### config.mk
export PLATFORM = sky130hd
export DESIGN_NAME = branch_unit_flat
export DESIGN_NICKNAME = d
export VERILOG_FILES = /design/src/rtl/branch_unit_if.sv /design/src/rtl/branch_unit.sv /design/src/flat_wrapper.sv
export SDC_FILE = /design/constraint.sdc
export NUM_CORES = 1
export LEC_CHECK = 0
export CORE_MARGIN = 3
export CORE_UTILIZATION = 25
export DETAILED_ROUTE_END_ITERATION = 6
export PLACE_DENSITY = 0.45
export SETUP_SLACK_MARGIN = 0.5
export SLEW_MARGIN = 20
export SYNTH_ARGS = -nofsm -noshare
export SYNTH_HDL_FRONTEND = slang
export SYNTH_SLANG_ARGS = --single-unit
### constraint.sdc
create_clock -name clk -period 1.3 [get_ports clk]
set_input_delay 0.195 -clock clk [delete_from_list [all_inputs] [get_ports clk]]
set_output_delay 0.195 -clock clk [all_outputs]
set_load 0.03 [all_outputs]
### src/rtl/branch_unit_if.sv
// branch_unit_if: branch request, flag and PC/commit signals between decoder/comparator and the branch unit
interface branch_unit_if #(
    parameter int PC_WIDTH   = 8,
    parameter int FLAG_WIDTH = 8
);
    logic                  step;
    logic                  branch_valid;
    logic                  branch_ready;
    logic [1:0]            branch_op;
    logic [PC_WIDTH-1:0]   branch_target;
    logic [FLAG_WIDTH-1:0] cmp_flag;
    logic [PC_WIDTH-1:0]   pc_out;
    logic                  done;
    logic                  taken;
    logic                  flag_error;

    modport master (
        output step, branch_valid, branch_op, branch_target, cmp_flag,
        input  branch_ready, pc_out, done, taken, flag_error
    );

    modport slave (
        input  step, branch_valid, branch_op, branch_target, cmp_flag,
        output branch_ready, pc_out, done, taken, flag_error
    );
endinterface

### src/rtl/branch_unit.sv
// branch_unit: resolves branches from the comparator flag word and owns the program counter
module branch_unit #(
    parameter int PC_WIDTH   = 8,
    parameter int FLAG_WIDTH = 8
) (
    input logic          clk,
    input logic          rst,
    branch_unit_if.slave bus
);
    typedef enum logic [1:0] {IDLE, EVAL, COMMIT} state_t;

    state_t                state_q, state_d;
    logic [1:0]            op_q, op_d;
    logic [PC_WIDTH-1:0]   tgt_q, tgt_d;
    logic [FLAG_WIDTH-1:0] flag_q, flag_d;
    logic                  tnx_q, tnx_d;
    logic                  err_q, err_d;
    logic [PC_WIDTH-1:0]   pc_q, pc_d;
    logic                  taken_q, taken_d;
    logic                  done_q, done_d;
    logic                  ferr_q, ferr_d;
    logic                  f_true, f_false, accept;

    assign f_true           = &flag_q;
    assign f_false          = ~|flag_q;
    assign bus.branch_ready = (state_q == IDLE) && !rst;
    assign accept           = bus.branch_valid && bus.branch_ready;
    assign bus.pc_out       = pc_q;
    assign bus.done         = done_q;
    assign bus.taken        = taken_q;
    assign bus.flag_error   = ferr_q;

    // Next state plus all datapath updates; done/flag_error default low so they only pulse on commit
    always_comb begin
        state_d = state_q;
        op_d    = op_q;
        tgt_d   = tgt_q;
        flag_d  = flag_q;
        tnx_d   = tnx_q;
        err_d   = err_q;
        pc_d    = pc_q;
        taken_d = taken_q;
        done_d  = 1'b0;
        ferr_d  = 1'b0;
        case (state_q)
            IDLE: begin
                if (accept) begin
                    op_d    = bus.branch_op;
                    tgt_d   = bus.branch_target;
                    flag_d  = bus.cmp_flag;
                    state_d = EVAL;
                end else if (bus.step) begin
                    pc_d = pc_q + 1'b1;
                end
            end
            EVAL: begin
                tnx_d   = (op_q == 2'b11) || (op_q == 2'b01 && f_true) || (op_q == 2'b10 && f_false);
                err_d   = (op_q[0] ^ op_q[1]) && !f_true && !f_false;
                state_d = COMMIT;
            end
            COMMIT: begin
                pc_d    = tnx_q ? tgt_q : pc_q + 1'b1;
                taken_d = tnx_q;
                done_d  = 1'b1;
                ferr_d  = err_q;
                state_d = IDLE;
            end
            default: state_d = IDLE;
        endcase
    end

    // State register; reset aborts any request in flight
    always_ff @(posedge clk or posedge rst) begin
        if (rst) state_q <= IDLE;
        else     state_q <= state_d;
    end

    // Latched request, resolution result and architectural outputs
    always_ff @(posedge clk or posedge rst) begin
        if (rst) begin
            op_q    <= '0;
            tgt_q   <= '0;
            flag_q  <= '0;
            tnx_q   <= 1'b0;
            err_q   <= 1'b0;
            pc_q    <= '0;
            taken_q <= 1'b0;
            done_q  <= 1'b0;
            ferr_q  <= 1'b0;
        end else begin
            op_q    <= op_d;
            tgt_q   <= tgt_d;
            flag_q  <= flag_d;
            tnx_q   <= tnx_d;
            err_q   <= err_d;
            pc_q    <= pc_d;
            taken_q <= taken_d;
            done_q  <= done_d;
            ferr_q  <= ferr_d;
        end
    end
endmodule
### src/flat_wrapper.sv
// flat-port wrapper written by rule: the top's interface ports become plain ports
module branch_unit_flat 
#(
    parameter int PC_WIDTH   = 8,
    parameter int FLAG_WIDTH = 8
)
  (clk, rst, bus_step, bus_branch_valid, bus_branch_op, bus_branch_target, bus_cmp_flag, bus_branch_ready, bus_pc_out, bus_done, bus_taken, bus_flag_error);
  branch_unit_if #(.PC_WIDTH(PC_WIDTH), .FLAG_WIDTH(FLAG_WIDTH)) bus_i ();
  input logic clk;
  input logic rst;
  input wire logic [$bits(bus_i.step)-1:0] bus_step;
  input wire logic [$bits(bus_i.branch_valid)-1:0] bus_branch_valid;
  input wire logic [$bits(bus_i.branch_op)-1:0] bus_branch_op;
  input wire logic [$bits(bus_i.branch_target)-1:0] bus_branch_target;
  input wire logic [$bits(bus_i.cmp_flag)-1:0] bus_cmp_flag;
  output wire logic [$bits(bus_i.branch_ready)-1:0] bus_branch_ready;
  output wire logic [$bits(bus_i.pc_out)-1:0] bus_pc_out;
  output wire logic [$bits(bus_i.done)-1:0] bus_done;
  output wire logic [$bits(bus_i.taken)-1:0] bus_taken;
  output wire logic [$bits(bus_i.flag_error)-1:0] bus_flag_error;
  assign bus_i.step = bus_step;
  assign bus_i.branch_valid = bus_branch_valid;
  assign bus_i.branch_op = bus_branch_op;
  assign bus_i.branch_target = bus_branch_target;
  assign bus_i.cmp_flag = bus_cmp_flag;
  assign bus_branch_ready = bus_i.branch_ready;
  assign bus_pc_out = bus_i.pc_out;
  assign bus_done = bus_i.done;
  assign bus_taken = bus_i.taken;
  assign bus_flag_error = bus_i.flag_error;
  branch_unit #(.PC_WIDTH(PC_WIDTH), .FLAG_WIDTH(FLAG_WIDTH)) u_core (.clk(clk), .rst(rst), .bus(bus_i));
endmodule
==> summary.txt, run 1 <==
Outcome
  – Outcome: complete, but fails checks
  – Failing checks: setup timing

Global routing
  – Tot GR Track Use: 11.14%
  – Initial antenna violation count: 0
  – Gr ovfl total: 0
  – Vias in the first global route: 1343
  – First-pass GRT wire length: 6.541 mm
  – Largest net degree at the start of global routing: 34

Finish
  – Area of the multi-input gates: 872.1 um2
  – Layout Cells excl Fill: 275
  – Fill count: 572
  – Utilization after layout: 42.44%
  – Share of cells above drive strength 1: 53.50%
  – Ant. Diodes: 0
  – Register area: 835.8 um2
  – Design Area, Final: 0.002572 mm2
  – Final nets: 225
  – Area growth syn-to-layout: 60.63%

Clock network
  – Num CTS Buffers: 5
  – CTS sink cnt: 33
  – Worst-Skew Late Latency: 0.29 ns
  – TritonCTS clock tree: built
  – Hold_buf cts: 0
  – Clock Path Buffers: 2
  – H-tree depth: 2
  – Root buffer cell: clkbuf_8
  – Clk pin slew, worst setup/hold paths: 0.07 ns

Floorplan
  – Die Wd: 86.04 um
  – Core area: 0.006061 mm2
  – Die Area: 0.007403 mm2
  – Initial core utilization: 26.42%
  – I/O Pins: 34
  – Std-Cell Rows: 28
  – Die Height: 86.04 um

Setup path
  – Cell family with the largest share of critical-path delay: flip-flops
  – Crit path required time: 1.47 ns
  – Critical Path AT: 1.54 ns
  – Worst-path fanout max: 12
  – Slowest cell delay on critical path: 0.43 ns
  – CP Launch Type: flop
  – Worst path cell trace: nor3_4 > and2_4 > buf_12 > mux2_4
  – Setup CP Type: reg -> reg
  – WP buf/inv: 1
  – Critical-path top delay cell: dfrtp_2
  – CP Capture Type: flop

Power
  – Power, Total: 4.455 mW
  – Pwr dens: 1732 mW/mm2
  – Leakage power: 1.138 nW
  – Peak supply drop: 0.9643 mV

Synthesis
  – Mean Syn Cell Area: 12.51 um2
  – Synthesis Warnings: 0
  – Post-Syn Area: 0.001602 mm2
  – Register bit total from synthesis: 33
  – Post-synthesis sequential area ratio: 51.56%
  – Net Count, Synth: 154
  – Synth unique cells: 35
  – Cells after synthesis: 128

Placement
  – Pre-CTS setup slack: -0.4459 ns
  – Buffers added on ports: 33
  – DP Wirelength: 2.654 mm
  – Placed Cells: 251
  – RD Place Congestion: 0.8848
  – Placed Area: 0.002178 mm2

Routing
  – WL final: 3.869 mm
  – Post-route ant nets: 0
  – Via count: 1276
  – Drt first pass iters: 4
  – Vias/cell: 4.640
  – WL/cell: 14.07 um
  – DRC: 0
  – Iter 0 DRT Violations: 42

Timing
  – Fmax: 726.5 MHz
  – Sum Neg Setup Slack: -1.113 ns
  – Tightest Pin Transition: 0.3251 ns
  – Tmin final: 1.376 ns
  – Fin crit share: 105.9%
  – RSZ-0062 raised after global routing: yes
  – Final worst setup slack: -0.07647 ns
  – Setup violations, final: 22
  – Clk_skew: 0.006297 ns
  – Final hold vios: 0
  – Worst rel slew slack: 78.15%
  – Hold_ws: 0.1569 ns
  – Slew Viols, Final: 0

Min path
  – Type of the worst min-delay path: in -> async

Run
  – Max cap viols: 0
[synthesized netlist by cell type]
| cell type | number | share of area, % |
|---|---|---|
| a2bb2oi_1 | 6 | 3.3 |
| nor2_1 | 5 | 1.2 |
| and2_1 | 1 | 0.39 |
| nor4_1 | 2 | 0.78 |
| o21a_1 | 1 | 0.47 |
| buf_2 | 2 | 0.63 |
| buf_6 | 1 | 0.70 |
| mux2_4 | 15 | 14 |
| nand2_1 | 10 | 2.3 |
| o21ai_0 | 6 | 1.9 |
| nor3_1 | 4 | 1.3 |
| buf_4 | 1 | 0.47 |
| nor2_4 | 1 | 0.70 |
| a21oi_4 | 1 | 1.0 |
| and2_4 | 1 | 0.55 |
| buf_8 | 1 | 0.94 |
| a221o_1 | 1 | 0.63 |
| nand3_1 | 4 | 1.3 |
| o22ai_1 | 3 | 1.2 |
| and4_1 | 1 | 0.55 |
| nand2b_4 | 1 | 0.86 |
| nor2b_1 | 1 | 0.39 |
| nand4_1 | 3 | 1.2 |
| nor3_2 | 1 | 0.63 |
| nand3b_2 | 1 | 0.70 |
| a211oi_1 | 3 | 1.4 |
| inv_1 | 4 | 0.94 |
| mux2_2 | 3 | 2.1 |
| ha_1 | 4 | 3.1 |
| a21oi_1 | 1 | 0.31 |
| and3b_1 | 1 | 0.55 |
| a31oi_1 | 3 | 1.2 |
| dfrtp_1 | 33 | 52 |
| and3_1 | 1 | 0.39 |
| and2b_1 | 1 | 0.47 |
[routing by layer]
layer	share of wire (%)	track usage [%]	wire [um]
met1	47	15.09	1821
met2	47	16.89	1813
met3	3.8	3.170	148
met4	2.2	4.029	86
met5	0	0	0
[path summary, 6_finish.rpt]
| check | end | startpoint | slack, ns | depth (start not counted) |
|---|---|---|---|---|
| worst max register to register | u_core.tgt_q[6] | u_core.state_q[0] | -0.08 | 4 |
| worst min register to register | u_core.tgt_q[1] | u_core.tgt_q[1] | 0.52 | 1 |
| max in group asynchronous | u_core.bus.pc_out[4] | rst | 0.95 | 3 |
| worst min-delay path | u_core.tgt_q[3] | rst | 0.16 | 3 |
| min in group clk | u_core.op_q[0] | bus_branch_op[0] | 0.45 | 3 |
| worst max-delay path | u_core.tgt_q[6] | u_core.state_q[0] | -0.08 | 4 |
[cell families after synthesis]
family | count (synthesis) | synth area share (%)
AOI/OAI and AO/OA | 25 | 11.33
adders and majority gates | 4 | 3.125
buffers and inverters | 9 | 3.671
DFF | 33 | 51.56
muxes | 18 | 16.17
and+or+nand+nor | 39 | 14.14
[cells in the final DEF, fill, tap and decap left out, types with 4 or more instances in the layout]
master and count:
nand2_1 9, clkdlybuf4s50_1 20, clkbuf_8 6, o21ai_1 5
nand3_1 4, buf_6 20, buf_4 25, mux2_4 17
a2bb2oi_1 4, dfrtp_1 25, dfrtp_2 8
[power by group]
group / internal [mW] / switching, mW
clock network: 0.432 / 0.370
logic: 1.18 / 0.859
registers: 1.33 / 0.284
total: 2.94 / 1.51
[what timing repair did]
action,4_1_cts,5_1_grt
buffers inserted,10,5
setup endpoints to repair,45,45
gates resized for setup,70,11
pin swaps,4,2
hold endpoints to repair,0,0
gates cloned,1,0
[registers in the layout, summed over array words and instances, names as in the netlist]
signal / cells
u_core.bus.done: 1
u_core.bus.flag_error: 1
u_core.bus.pc_out: 8
u_core.bus.taken: 1
u_core.err_q: 1
u_core.flag_q: 8
u_core.op_q: 2
u_core.state_q: 2
u_core.tgt_q: 8
u_core.tnx_q: 1
[area by class of cell]
| type | instances | share of cell area, % |
|---|---|---|
| multi-input combinational | 87 | 33.90 |
| sequential | 33 | 32.49 |
| timing repair buffer | 68 | 25.73 |
| tap | 75 | 3.648 |
| clock buffer | 8 | 3.502 |
| inverter | 4 | 0.7296 |
[tightest hold or removal path, stage by stage]
cell and delay (ns):
dlygate4sd2_1 0.30, clkinvlp_4 0.11, buf_12 0.21
Note: power is estimated with default switching activity, not from simulation.
==> run 2: changes to the inputs <==
- CORE_ASPECT_RATIO: not set -> 1.1
- CORE_UTILIZATION: 25 -> 35
- PLACE_DENSITY: 0.45 -> 0.59
==> run 2 against run 1 <==
Compared with the run above: the run still ends with setup timing left; register-to-register slack is essentially flat; worst hold slack improved by 0.10 ns; fmax rose by 0.78%; largest power group unchanged; largest cell class is now registers; sequential share of layout area is 1.9 points higher; critical endpoint is now u_core.flag_q[4]; clock power fell by 9.7%; highest routed layer unchanged; first-iteration DRC count up 67%; clock skew decreased by 0.0037 ns; non-clock buffer count fell by 3; setup slack better by 0.011 ns; clock-buffer cell count stayed put; critical path depth unchanged; core utilization rose by 13 points.
==> summary.txt, run 2 (synthesized netlist as in run 1, its figures left out) <==
Timing
  – Final worst setup slack: -0.06580 ns (+0.01067 ns)
  – Fmax: 732.2 MHz (+0.78%)
  – Setup violations, final: 24 (+9.1%)
  – Clk_skew: 0.002623 ns (-0.003674 ns)
  – Worst rel slew slack: 78.71% (+0.56 points)
  – Slew Viols, Final: 0 (unchanged)
  – Tmin final: 1.366 ns (-0.01067 ns)
  – Hold_ws: 0.2616 ns (+0.1047 ns)
  – RSZ-0062 raised after global routing: yes
  – Final hold vios: 0 (unchanged)
  – Fin crit share: 105.1% (-0.82 points)
  – Tightest Pin Transition: 0.3167 ns (-0.008351 ns)

Power
  – Clock group share of total power: 17.5% (-0.5 points)
  – Net switching power: 1.405 mW (-7.1%)
  – Combinational fraction of design power: 43.1% (-2.6 points)
  – Internal: 2.738 mW (-7.0%)
  – Sw Ratio: 33.92% (-0.036 points)
  – Leakage power: 1.083 nW (-4.9%)
  – Pwr dens: 1708 mW/mm2 (-1.3%)
  – Share of total power in sequential cells: 39.4% (+3.1 points)
  – Peak supply drop: 0.8201 mV (-15%)

Clock network
  – Root buffer cell: clkbuf_8
  – Clk pin slew, worst setup/hold paths: 0.06 ns (about the same)
  – CTS sink cnt: 33 (unchanged)
  – Worst-Skew Late Latency: 0.28 ns (about the same)
  – Clock Path Buffers: 2 (unchanged)
  – H-tree depth: 2 (unchanged)
  – Hold_buf cts: 0 (unchanged)
  – TritonCTS clock tree: built
  – Num CTS Buffers: 5 (unchanged)

Setup path
  – Worst-path fanout max: 9 (-3)
  – Crit path required time: 1.46 ns (about the same)
  – CP Launch Type: flop
  – Worst setup path startpoint: u_core.state_q[0]
  – Critical Path AT: 1.53 ns (about the same)
  – R2R depth: 4 (unchanged)
  – CP Capture Type: flop
  – Worst r2r src: u_core.state_q[0]
  – Setup CP Type: reg -> reg

Routing
  – DRC: 0 (unchanged)
  – WL/cell: 14.15 um (+0.56%)
  – Drt first pass iters: 4 (unchanged)
  – Iter 0 DRT Violations: 70 (+67%)
  – WL final: 3.537 mm (-8.6%)
  – Via count: 1216 (-4.7%)
  – Post-route ant nets: 0 (unchanged)
  – Vias/cell: 4.864 (+4.8%)

Global routing
  – Initial antenna violation count: 0 (unchanged)
  – Tot GR Track Use: 13.77% (+2.6 points)
  – Gr ovfl total: 0 (unchanged)
  – Largest net degree at the start of global routing: 34 (unchanged)
  – Vias in the first global route: 1292 (-3.8%)
  – First-pass GRT wire length: 5.885 mm (-10%)

Floorplan
  – Std-Cell Rows: 25 (-11%)
  – I/O Pins: 34 (unchanged)
  – Die Area: 0.005424 mm2 (-27%)
  – Initial core utilization: 36.83% (+10 points)
  – Die Height: 76.95 um (-11%)
  – Die Wd: 70.50 um (-18%)
  – Core area: 0.004348 mm2 (-28%)

Finish
  – Fill count: 365 (-36%)
  – Area growth syn-to-layout: 51.41%
  – Ant. Diodes: 0 (unchanged)
  – Most common cell after layout, fill and taps aside: buf_4
  – Share of cells above drive strength 1: 45.92% (-7.6 points)
  – Design Area, Final: 0.002425 mm2 (-5.7%)
  – Final nets: 221 (-1.8%)
  – Commonest non-fill, non-tap cells in the layout: buf_4, dfrtp_1, clkdlybuf4s50_1

Placement
  – Buffers added on ports: 33 (unchanged)
  – RD Place Congestion: 0.7787 (-12%)
  – DP Wirelength: 2.536 mm (-4.5%)
  – Placed Area: 0.002160 mm2 (-0.86%)

Run
  – Max cap viols: 0 (unchanged)

Outcome
  – Failing checks: setup timing
  – Outcome: complete, but fails checks

Min path
  – Type of the worst min-delay path: in -> async
[run 2: cell types whose count changed in the layout (fill, tap and decap cells not counted), moves of 2 or more]
cell / previous run / this run
a2bb2oi_1: 4 / 6
a2bb2oi_2: 2 / 0
buf_4: 25 / 27
buf_6: 20 / 14
nor2_1: 3 / 5
nor3_1: 2 / 4
o21ai_0: 1 / 4
o21ai_1: 5 / 2
o22ai_1: 1 / 3
o22ai_2: 2 / 0
[run 2: worst paths after layout]
kind / end / slack [ns]
min: u_core.tgt_q[3] / 0.26
min reg2reg: u_core.bus.flag_error / 0.49
max in group asynchronous: u_core.bus.pc_out[0] / 0.85
min in group clk: u_core.op_q[1] / 0.46
max: u_core.flag_q[4] / -0.07
max reg2reg: u_core.flag_q[4] / -0.07
[run 2: layout make-up]
cell class | count | area (um2) | area share [%]
multi-input combinational | 86 | 799.5 | 32.97
tap | 54 | 67.56 | 2.786
sequential | 33 | 834.6 | 34.42
inverter | 4 | 18.77 | 0.7740
timing repair buffer | 65 | 624.3 | 25.75
clock buffer | 8 | 80.08 | 3.302
[run 2: power by group through the flow]
stage          clock [mW]  sequential (mW)  combinational (mW)
2_1_floorplan           0             1.85               0.648
3_3_place_gp            0             1.60                1.47
3_5_place_dp            0             1.61                1.50
4_1_cts             0.751             1.61                1.70
5_1_grt             0.800             1.68                1.92
6_report            0.724             1.63                1.79
[run 2: worst max-delay path, cell delays in order (launching register included)]
cell and delay, ns:
dfrtp_1 0.42, nor3_4 0.19, and2_4 0.19, buf_12 0.14, mux2_4 0.30
[run 2: through the flow]
step / setup WS [ns] / TNS, ns / std cells / utilization (%) / power (mW)
2_1_floorplan: -0.2568 / -3.972 / 128 / - / 2.494
3_3_place_gp: -0.3397 / -7.659 / 231 / 49.67 / 3.069
3_5_place_dp: -0.3885 / -8.860 / 231 / 49.67 / 3.115
4_1_cts: -0.07474 / -1.341 / 245 / 53.93 / 4.064
5_1_grt: -0.1295 / -2.823 / 250 / 55.77 / 4.404
6_report: -0.06580 / -1.008 / 250 / 55.77 / 4.143
[run 2: per-layer routing]
| metal | GRT usage, % | wire (um) | vias to the layer above |
|---|---|---|---|
| met1 | 17.72 | 1609 | 584 |
| met5 | 0 | 0 | - |
| li1 | - | - | 602 |
| met2 | 21.35 | 1701 | 25 |
| met4 | 5.747 | 67 | 0 |
| met3 | 4.194 | 158 | 5 |
[run 2: repair_timing]
item / 4_1_cts / 5_1_grt
setup endpoints to repair: 45 / 45
gates resized for setup: 52 / 8
pin swaps: 1 / 3
buffers inserted: 6 / 5
==> run 3: changes to the inputs <==
- CELL_PAD_IN_SITES_DETAIL_PLACEMENT: not set -> 1
- CELL_PAD_IN_SITES_GLOBAL_PLACEMENT: not set -> 1
- PLACE_DENSITY: 0.59 -> 0.71
==> run 3 against run 2 <==
Compared with the run above: the run still ends with setup timing left; worst hold slack got worse by 0.0070 ns; design area is 10% higher; combinational power rose by 29%; largest cell class is now multi-input combinational cells.
==> summary.txt, run 3 (synthesized netlist as in run 1, its figures left out) <==
Outcome
  – Outcome: complete, but fails checks
  – Failing checks: setup timing

Finish
  – Design Area, Final: 0.002673 mm2 (+10%)
  – Commonest non-fill, non-tap cells in the layout: dfrtp_1, buf_4, buf_6
  – Final nets: 225 (+1.8%)
  – Area growth syn-to-layout: 66.87%
  – Ant. Diodes: 0 (unchanged)
  – Fill count: 425 (+16%)
  – Most common cell after layout, fill and taps aside: dfrtp_1
  – Share of cells above drive strength 1: 62.50% (+17 points)

Setup path
  – R2R depth: 4 (unchanged)
  – Register-to-register setup slack: -0.09 ns (-0.02 ns)
  – Critical-path top delay cell: dfrtp_2
  – Worst path cell trace: nor3_4 > and2_4 > buf_4 > mux2_4
  – Cell family with the largest share of critical-path delay: flip-flops
  – Setup CP Type: reg -> reg
  – Worst r2r src: u_core.state_q[0]
  – CP Capture Type: flop
  – Crit path required time: 1.48 ns (+0.02 ns)
  – Critical Path AT: 1.56 ns (+0.03 ns)
  – Slowest cell delay on critical path: 0.45 ns (+0.03 ns)
  – R2R Path End: u_core.tgt_q[5]
  – Worst-path fanout max: 4 (-5)
  – CP Launch Type: flop
  – WP buf/inv: 1 (unchanged)

Routing
  – Via count: 1345 (+11%)
  – DRC: 0 (unchanged)
  – Iter 0 DRT Violations: 65 (-7.1%)
  – Post-route ant nets: 0 (unchanged)
  – WL final: 5.291 mm (+50%)
  – Vias/cell: 5.295 (+8.9%)
  – WL/cell: 20.83 um (+47%)
  – Drt first pass iters: 4 (unchanged)

Clock network
  – Root buffer cell: clkbuf_8
  – Clock Path Buffers: 2 (unchanged)
  – TritonCTS clock tree: built
  – Worst-Skew Late Latency: 0.29 ns (about the same)
  – CTS sink cnt: 33 (unchanged)
  – H-tree depth: 2 (unchanged)
  – Num CTS Buffers: 5 (unchanged)
  – Hold_buf cts: 0 (unchanged)
  – Clk pin slew, worst setup/hold paths: 0.08 ns (+0.02 ns)

Power
  – Power, Total: 4.870 mW (+18%)
  – Leakage power: 1.156 nW (+6.7%)
  – Peak supply drop: 0.8616 mV (+5.0%)
  – Pwr dens: 1822 mW/mm2 (+6.7%)

Floorplan
  – Die Area: 0.005424 mm2 (unchanged)
  – Std-Cell Rows: 25 (unchanged)
  – Core area: 0.004348 mm2 (unchanged)
  – Initial core utilization: 36.83% (unchanged)
  – I/O Pins: 34 (unchanged)
  – Die Wd: 70.50 um (unchanged)
  – Die Height: 76.95 um (unchanged)

Placement
  – RD Place Congestion: 0.7351 (-5.6%)
  – Buffers added on ports: 33 (unchanged)
  – DP Wirelength: 3.026 mm (+19%)
  – Placed Area: 0.002190 mm2 (+1.4%)

Timing
  – Worst rel slew slack: 78.45% (-0.26 points)
  – Final hold vios: 0 (unchanged)
  – Slew Viols, Final: 0 (unchanged)
  – Fmax: 720.1 MHz (-1.6%)
  – Tightest Pin Transition: 0.3205 ns (+0.003839 ns)
  – Final worst setup slack: -0.08868 ns (-0.02287 ns)
  – Tmin final: 1.389 ns (+0.02287 ns)
  – Clk_skew: 0.01198 ns (+0.009357 ns)
  – RSZ-0062 raised after global routing: yes
  – Fin crit share: 106.8% (+1.8 points)
  – Setup violations, final: 28 (+17%)

Global routing
  – Initial antenna violation count: 0 (unchanged)
  – Largest net degree at the start of global routing: 34 (unchanged)
  – Gr ovfl total: 0 (unchanged)
  – First-pass GRT wire length: 7.638 mm (+30%)
  – Vias in the first global route: 1516 (+17%)
  – Tot GR Track Use: 18.13% (+4.4 points)

Run
  – Max cap viols: 0 (unchanged)

Min path
  – Type of the worst min-delay path: in -> async
run 3: cell count changes in the layout (fill, tap and decap cells not counted), sizes merged:
| cell | before | now |
|---|---|---|
| buf | 44 | 48 |
| clkinv | 0 | 1 |
| clkbuf | 8 | 7 |
run 3: cell type report:
class,count,area [um2],share of cell area [%]
Multi-Input combinational cell,86,969.7,36.28
Sequential cell,33,834.6,31.23
Timing Repair Buffer,69,680.7,25.47
Clock buffer,7,96.34,3.605
Tap cell,54,67.56,2.528
Inverter,4,18.77,0.7022
Clock inverter,1,5.005,0.1873
run 3: worst min-delay path, delay by kind of cell:
kind	cells	cell delay (ns)
buf+inv	4	0.71
run 3: through the flow:
stage | instances | utilization, % | hold slack (ns) | TNS, ns | setup WS (ns)
after floorplan | 128 | - | 0.1294 | -3.972 | -0.2568
after global placement | 235 | 50.36 | 0.4623 | -7.463 | -0.3467
after detailed placement | 235 | 50.36 | 0.4823 | -9.250 | -0.4084
after CTS | 250 | 57.70 | 0.2761 | -1.313 | -0.07956
after global routing | 254 | 61.47 | 0.2864 | -2.737 | -0.1210
final | 254 | 61.47 | 0.2545 | -1.611 | -0.08868
run 3: where the power goes:
group	total (mW)	internal [mW]	switching [mW]
logic	2.31	1.26	1.05
registers	1.67	1.33	0.338
clock network	0.889	0.479	0.409
run 3: how the worst max path moves through the flow:
stage                             to               from  cells after the start  slack [ns]
finish               u_core.tgt_q[5]  u_core.state_q[0]                      4       -0.09
global route        u_core.flag_q[4]  u_core.state_q[0]                      4       -0.12
CTS                  u_core.tgt_q[7]  u_core.state_q[0]                      4       -0.08
detailed placement   u_core.tgt_q[0]                rst                      5       -0.41
global placement    u_core.flag_q[7]                rst                      5       -0.35
floorplan           u_core.flag_q[0]  u_core.state_q[0]                      4       -0.26
run 3: metal layers:
| metal | GRT usage [%] | share of wire, % | routed length, um |
|---|---|---|---|
| met5 | 0 | 0 | 0 |
| met4 | 7.663 | 3.0 | 158 |
| met3 | 4.849 | 3.8 | 199 |
| met2 | 29.78 | 53 | 2794 |
| met1 | 22.23 | 40 | 2139 |
run 3: what timing repair did:
| action | in CTS | in global routing |
|---|---|---|
| hold endpoints to repair | 0 | 0 |
| endpoints found under the setup margin | 45 | 45 |
| resized for setup | 75 | 30 |
| setup buffers | 7 | 4 |
| pin swaps | 11 | 9 |
